`src/rtl/legv8_div_controller.sv`:
```
// legv8_div_controller
// Multicycle restoring divider sequencer for LEGv8 UDIV/SDIV.
// Operands are captured as magnitudes, divided at one quotient bit per cycle,
// then sign-corrected and presented together with a one-cycle done pulse.
// A zero divisor bypasses the iterations and reports div_by_zero instead.

module legv8_div_controller #(
    parameter int WIDTH = 64
) (
    input  logic             clk,
    input  logic             rst_n,
    input  logic             start,
    input  logic             is_signed,
    input  logic [WIDTH-1:0] dividend,
    input  logic [WIDTH-1:0] divisor,
    output logic             busy,
    output logic             done,
    output logic [WIDTH-1:0] quotient,
    output logic [WIDTH-1:0] remainder,
    output logic             div_by_zero
);

    localparam int CW = $clog2(WIDTH);

    // The shift/compare step and the counter both need at least a few bits.
    generate
        if (WIDTH < 4) begin : g_width_check
            $error("legv8_div_controller: WIDTH must be >= 4");
        end
    endgenerate

    typedef enum logic [1:0] {
        IDLE = 2'd0,
        CALC = 2'd1,
        FIX  = 2'd2,
        ZERO = 2'd3
    } state_t;

    state_t           state_reg, state_next;
    logic [CW-1:0]    count_reg, count_next;
    // q_reg starts as |dividend| and is shifted out into the partial remainder
    // while quotient bits are shifted in from the right.
    logic [WIDTH-1:0] q_reg, q_next;
    // Partial remainder is always < |divisor| between steps, so WIDTH bits
    // suffice to store it; the WIDTH+1 bit version only exists during compare.
    logic [WIDTH-1:0] rem_reg, rem_next;
    logic [WIDTH-1:0] dsr_reg, dsr_next;
    logic             neg_q_reg, neg_q_next;
    logic             neg_r_reg, neg_r_next;
    logic [WIDTH-1:0] quotient_reg, quotient_next;
    logic [WIDTH-1:0] remainder_reg, remainder_next;
    logic             dbz_reg, dbz_next;
    logic             done_reg, done_next;

    logic [WIDTH:0]   shifted;
    logic             fits;

    // Two's-complement magnitude; MIN stays MIN, which is its correct
    // unsigned magnitude.
    function automatic logic [WIDTH-1:0] magnitude(input logic [WIDTH-1:0] v,
                                                   input logic s);
        return (s && v[WIDTH-1]) ? -v : v;
    endfunction

    // State register and all datapath registers; reset aborts any operation.
    always_ff @(posedge clk) begin
        if (!rst_n) begin
            state_reg     <= IDLE;
            count_reg     <= '0;
            q_reg         <= '0;
            rem_reg       <= '0;
            dsr_reg       <= '0;
            neg_q_reg     <= 1'b0;
            neg_r_reg     <= 1'b0;
            quotient_reg  <= '0;
            remainder_reg <= '0;
            dbz_reg       <= 1'b0;
            done_reg      <= 1'b0;
        end else begin
            state_reg     <= state_next;
            count_reg     <= count_next;
            q_reg         <= q_next;
            rem_reg       <= rem_next;
            dsr_reg       <= dsr_next;
            neg_q_reg     <= neg_q_next;
            neg_r_reg     <= neg_r_next;
            quotient_reg  <= quotient_next;
            remainder_reg <= remainder_next;
            dbz_reg       <= dbz_next;
            done_reg      <= done_next;
        end
    end

    // Next-state, iteration step and result formation.
    always_comb begin
        state_next     = state_reg;
        count_next     = count_reg;
        q_next         = q_reg;
        rem_next       = rem_reg;
        dsr_next       = dsr_reg;
        neg_q_next     = neg_q_reg;
        neg_r_next     = neg_r_reg;
        quotient_next  = quotient_reg;
        remainder_next = remainder_reg;
        dbz_next       = dbz_reg;
        done_next      = 1'b0;

        shifted = {rem_reg, q_reg[WIDTH-1]};
        fits    = (shifted >= {1'b0, dsr_reg});

        case (state_reg)
            IDLE: begin
                if (start) begin
                    q_next     = magnitude(dividend, is_signed);
                    dsr_next   = magnitude(divisor, is_signed);
                    rem_next   = '0;
                    neg_r_next = is_signed & dividend[WIDTH-1];
                    neg_q_next = is_signed & (dividend[WIDTH-1] ^ divisor[WIDTH-1]);
                    count_next = CW'(WIDTH - 1);
                    dbz_next   = 1'b0;
                    state_next = (divisor == '0) ? ZERO : CALC;
                end
            end
            CALC: begin
                // Result of the subtraction is below |divisor|, so the low
                // WIDTH bits of the modular difference are exact.
                rem_next = fits ? (shifted[WIDTH-1:0] - dsr_reg) : shifted[WIDTH-1:0];
                q_next   = {q_reg[WIDTH-2:0], fits};
                count_next = count_reg - CW'(1);
                if (count_reg == '0) begin
                    state_next = FIX;
                end
            end
            FIX: begin
                quotient_next  = neg_q_reg ? -q_reg : q_reg;
                remainder_next = neg_r_reg ? -rem_reg : rem_reg;
                done_next      = 1'b1;
                state_next     = IDLE;
            end
            ZERO: begin
                // Re-applying the sign to the stored magnitude restores the
                // dividend bit-for-bit.
                quotient_next  = '0;
                remainder_next = neg_r_reg ? -q_reg : q_reg;
                dbz_next       = 1'b1;
                done_next      = 1'b1;
                state_next     = IDLE;
            end
            default: begin
                state_next = IDLE;
            end
        endcase
    end

    // busy drops in the done cycle so the issue logic can start back-to-back.
    assign busy        = (state_reg != IDLE);
    assign done        = done_reg;
    assign quotient    = quotient_reg;
    assign remainder   = remainder_reg;
    assign div_by_zero = dbz_reg;

endmodule
```
`config.mk`:
```
export PLATFORM = sky130hd
export DESIGN_NAME = legv8_div_controller
export DESIGN_NICKNAME = d
export VERILOG_FILES = /design/src/rtl/legv8_div_controller.sv
export SDC_FILE = /design/constraint.sdc
export NUM_CORES = 1
export LEC_CHECK = 0
export BUFFER_PORTS_ARGS = -buffer_cell sky130_fd_sc_hd__buf_2
export CAP_MARGIN = 5
export CORE_MARGIN = 4
export CORE_UTILIZATION = 50
export CTS_CLUSTER_DIAMETER = 30
export CTS_CLUSTER_SIZE = 12
export DETAILED_ROUTE_END_ITERATION = 6
export HOLD_SLACK_MARGIN = 0.12
export PLACE_DENSITY = 0.79
export REMOVE_ABC_BUFFERS = 1
export SLEW_MARGIN = 40
export SYNTH_ARGS = -nofsm -noshare
export SYNTH_HDL_FRONTEND = slang
export SYNTH_SLANG_ARGS = --single-unit
```
`constraint.sdc`:
```
create_clock -name clk -period 3.36 [get_ports clk]
set_clock_uncertainty 0.05 [all_clocks]
set_input_delay 0 -clock clk [delete_from_list [all_inputs] [get_ports clk]]
set_output_delay 0 -clock clk [all_outputs]
set_load 0.1 [all_outputs]
```
==> flow_summary.yaml <==
clocking:
  cts_tree: "done"
  clock-sinks: 332
  clkTransAtPathRegs_ns: 0.04
  numCtsBuffers: 72
  clock_path_buffers: 3
  insertion_delay_ns: 0.59
  clockRootBuffer: "clkbuf_16"
  cts_max_level: 3
critical_path:
  crit_required_ns: 3.83
  path_max_fanout: 8
  criticalPathCategory: "primary input to register"
  reg2regPathDepth: 11
  worst_setup_path_start_kind: "primary input"
  r2r-end: "remainder[57]"
  r2r_slack_ns: 0.08
  arrival_ns: 3.77
  worstReg2RegStart: "rem_reg[15]"
  end_kind: "register"
sta:
  holdWs_ns: 0.183
  slew_violations: 0
  rsz0062_at_grt: "yes"
  min_period_ns: 3.30
  worst_pin_slew_ns: 0.791
  hold_viol: 0
  tns_ns: 0
  finalSetupViolCount: 0
  max_slew_margin: 0.473
  fin_crit_sh: 0.982
  fmax_mhz: 303
layout:
  seqCellArea_um2: 6660
  mostFrequentLayoutCell: "nand2_1"
  multi_input_area_um2: 15900
  drive_gt1_frac: 0.212
  fillers: 3530
  fin_cells: 4464
  final_cell_mix: "nand2_1 (361), dfxtp_1 (324), nor2_1 (306)"
  final_area_um2: 32100
  syn_to_final_growth_pct: 36.6
  final_nets: 4003
grt:
  grt_max_degree: 122
  grt_usage: 0.335
  grt_antenna_before_repair: 2
  grt_pass1_wl_mm: 139
  globalRouteOverflowTotal: 0
  grt_pass1_vias: 25669
routing:
  viasPerCell: 6.15
  drcViolationCount: 2
  vias: 27456
  drt_iter0_markers: 3859
  final_antenna_net_count: 0
  wl_per_cell_um: 20.1
  first_pass_iters: 7
  drt_wl_total_mm: 89.8
die:
  start_util: 0.505
  fp-row-count: 79
  pin_count: 263
  core_area_um2: 46600
  chipHeight_um: 225
  dieArea_um2: 50500
  fp.dieW_um: 225
power:
  p_int_mw: 14.8
  combPwrFrac: 0.511
  leakagePower_nw: 13.5
  ir_drop_mv: 0.680
  p_sw_mw: 10.1
  switching_share: 0.404
  cellPowerDensity_nw_per_um2: 776
  pwr-share-seq: 0.195
  p_clk_frac: 0.294
  p_total_mw: 24.9
worst_hold_path:
  holdCritStartpoint: "dividend[13]"
  hp-class: "primary input to register"
  min_to: "q_reg[14]"
  holdPathStages: 7
placed_design:
  hpwlAfterDp_mm: 61.3
  gp_congestion: 0.961
  place_area_um2: 26900
  dp_cells: 4100
  io_buffer_count: 262
run:
  cap_violations: 0
synthesis:
  ys_async_sr_fraction: 0
  seq_area_frac_synth: 0.283
  ys_types: 89
  postSynthAreaPerCell_um2: 7.33
  synth_top_flop_cell: "dfxtp_1"
  yosysWarnings: 0
  syn_inst: 3209
  syn_area_um2: 23500
  synth_area_leaders: "dfxtp_1 (28%), xnor2_1 (6.4%), nand2_1 (5.8%)"
  synth_enable_flop_cells: 0
  yosysTopAreaCell: "dfxtp_1"
  ys_ff_latch: 332
  synth_top_area_share: 0.283
run_status:
  run_status: "finished, violations left"
  violations: "design-rule violations"
[timing repair]
item / in CTS / in global routing
resized for setup: 8 / 92
pin swaps: 3 / 16
endpoints found under the hold margin: 155 / 0
hold buffers: 225 / 0
cloned: 0 / 0
buffers inserted: 3 / 5
endpoints found under the setup margin: 8 / 106
[synthesized netlist by cell type (30+ instances only)]
cell      number
xor2_1       120
nor3_1        89
nand3_1       48
xnor2_1      171
a311oi_1      30
nor4_1        41
or3_1         55
inv_1        123
a31oi_1       59
a21o_1        35
a22oi_1       35
a211oi_1      64
dfxtp_1      332
mux2i_1       36
a21oi_1      260
nor2_1       315
nand2_1      365
ha_1          70
nand4_1       32
o21ai_0      231
o221ai_1      34
clkbuf_1     239
[area by class of cell]
type	count	area share
inverters	124	0.0146
repair buffers	786	0.183
well taps	607	0.0236
clock inverters	38	0.0157
multi-input cells	2484	0.494
clock buffers	91	0.0615
diodes	2	0.000156
flip-flops and latches	332	0.207
[metrics by stage]
stage,util,setup WS (ns)
floorplan,-,-5.77
global placement,0.577,-0.0618
detailed placement,0.577,-0.112
global route,0.690,-0.108
finish,0.690,0.0599
CTS,0.680,0.00239
[layer usage]
layer,track usage,share of wire,vias to the layer above
li1,-,-,12723
met4,0.171,0.054,0
met1,0.446,0.39,12531
met2,0.523,0.44,1854
met5,0,0,-
met3,0.0578,0.11,348
[cells by family after synthesis]
kind of cell	after synthesis	synth area share
muxes	40	0.0182
xor gates and xnor gates	291	0.108
adders and majority gates	71	0.0381
AOI/OAI and AO/OA	973	0.267
and+or+nand+nor	1109	0.223
buffers and inverters	393	0.0632
DFF	332	0.283
[how the worst max path moves through the flow]
stage / slack (ns) / from / cells past startpoint / endpoint
final: 0.06 / dividend[18] / 15 / q_reg[60]
after floorplan: -5.77 / state_reg[0] / 6 / rem_reg[62]
after CTS: 0.002 / dsr_reg[1] / 16 / rem_reg[0]
after global placement: -0.06 / rem_reg[8] / 10 / remainder[63]
after detailed placement: -0.11 / rem_reg[8] / 10 / remainder[63]
after global routing: -0.11 / dividend[18] / 15 / q_reg[60]
[worst max-delay path, cell delays in order]
cell and delay [ns]:
dlygate4sd3_1 0.53, buf_2 0.15, or3_1 0.40, nor4_4 0.21
nand3_2 0.21, nor2_2 0.15, nand3_2 0.12, nor2_2 0.16
buf_4 0.19, nand3_1 0.11, o211ai_1 0.17, o31ai_1 0.09
dlygate4sd3_1 0.58, a21oi_1 0.14, dlygate4sd3_1 0.56
[power groups by stage]
stage          Clock [mW]  Combinational, mW  Sequential (mW)
2_1_floorplan           0               4.66             5.17
3_3_place_gp            0               11.1             4.85
3_5_place_dp            0               11.2             4.86
4_1_cts              7.33               11.9             4.80
5_1_grt              7.57               13.8             4.88
6_report             7.33               12.7             4.85
(Power assumes the default switching activity.)
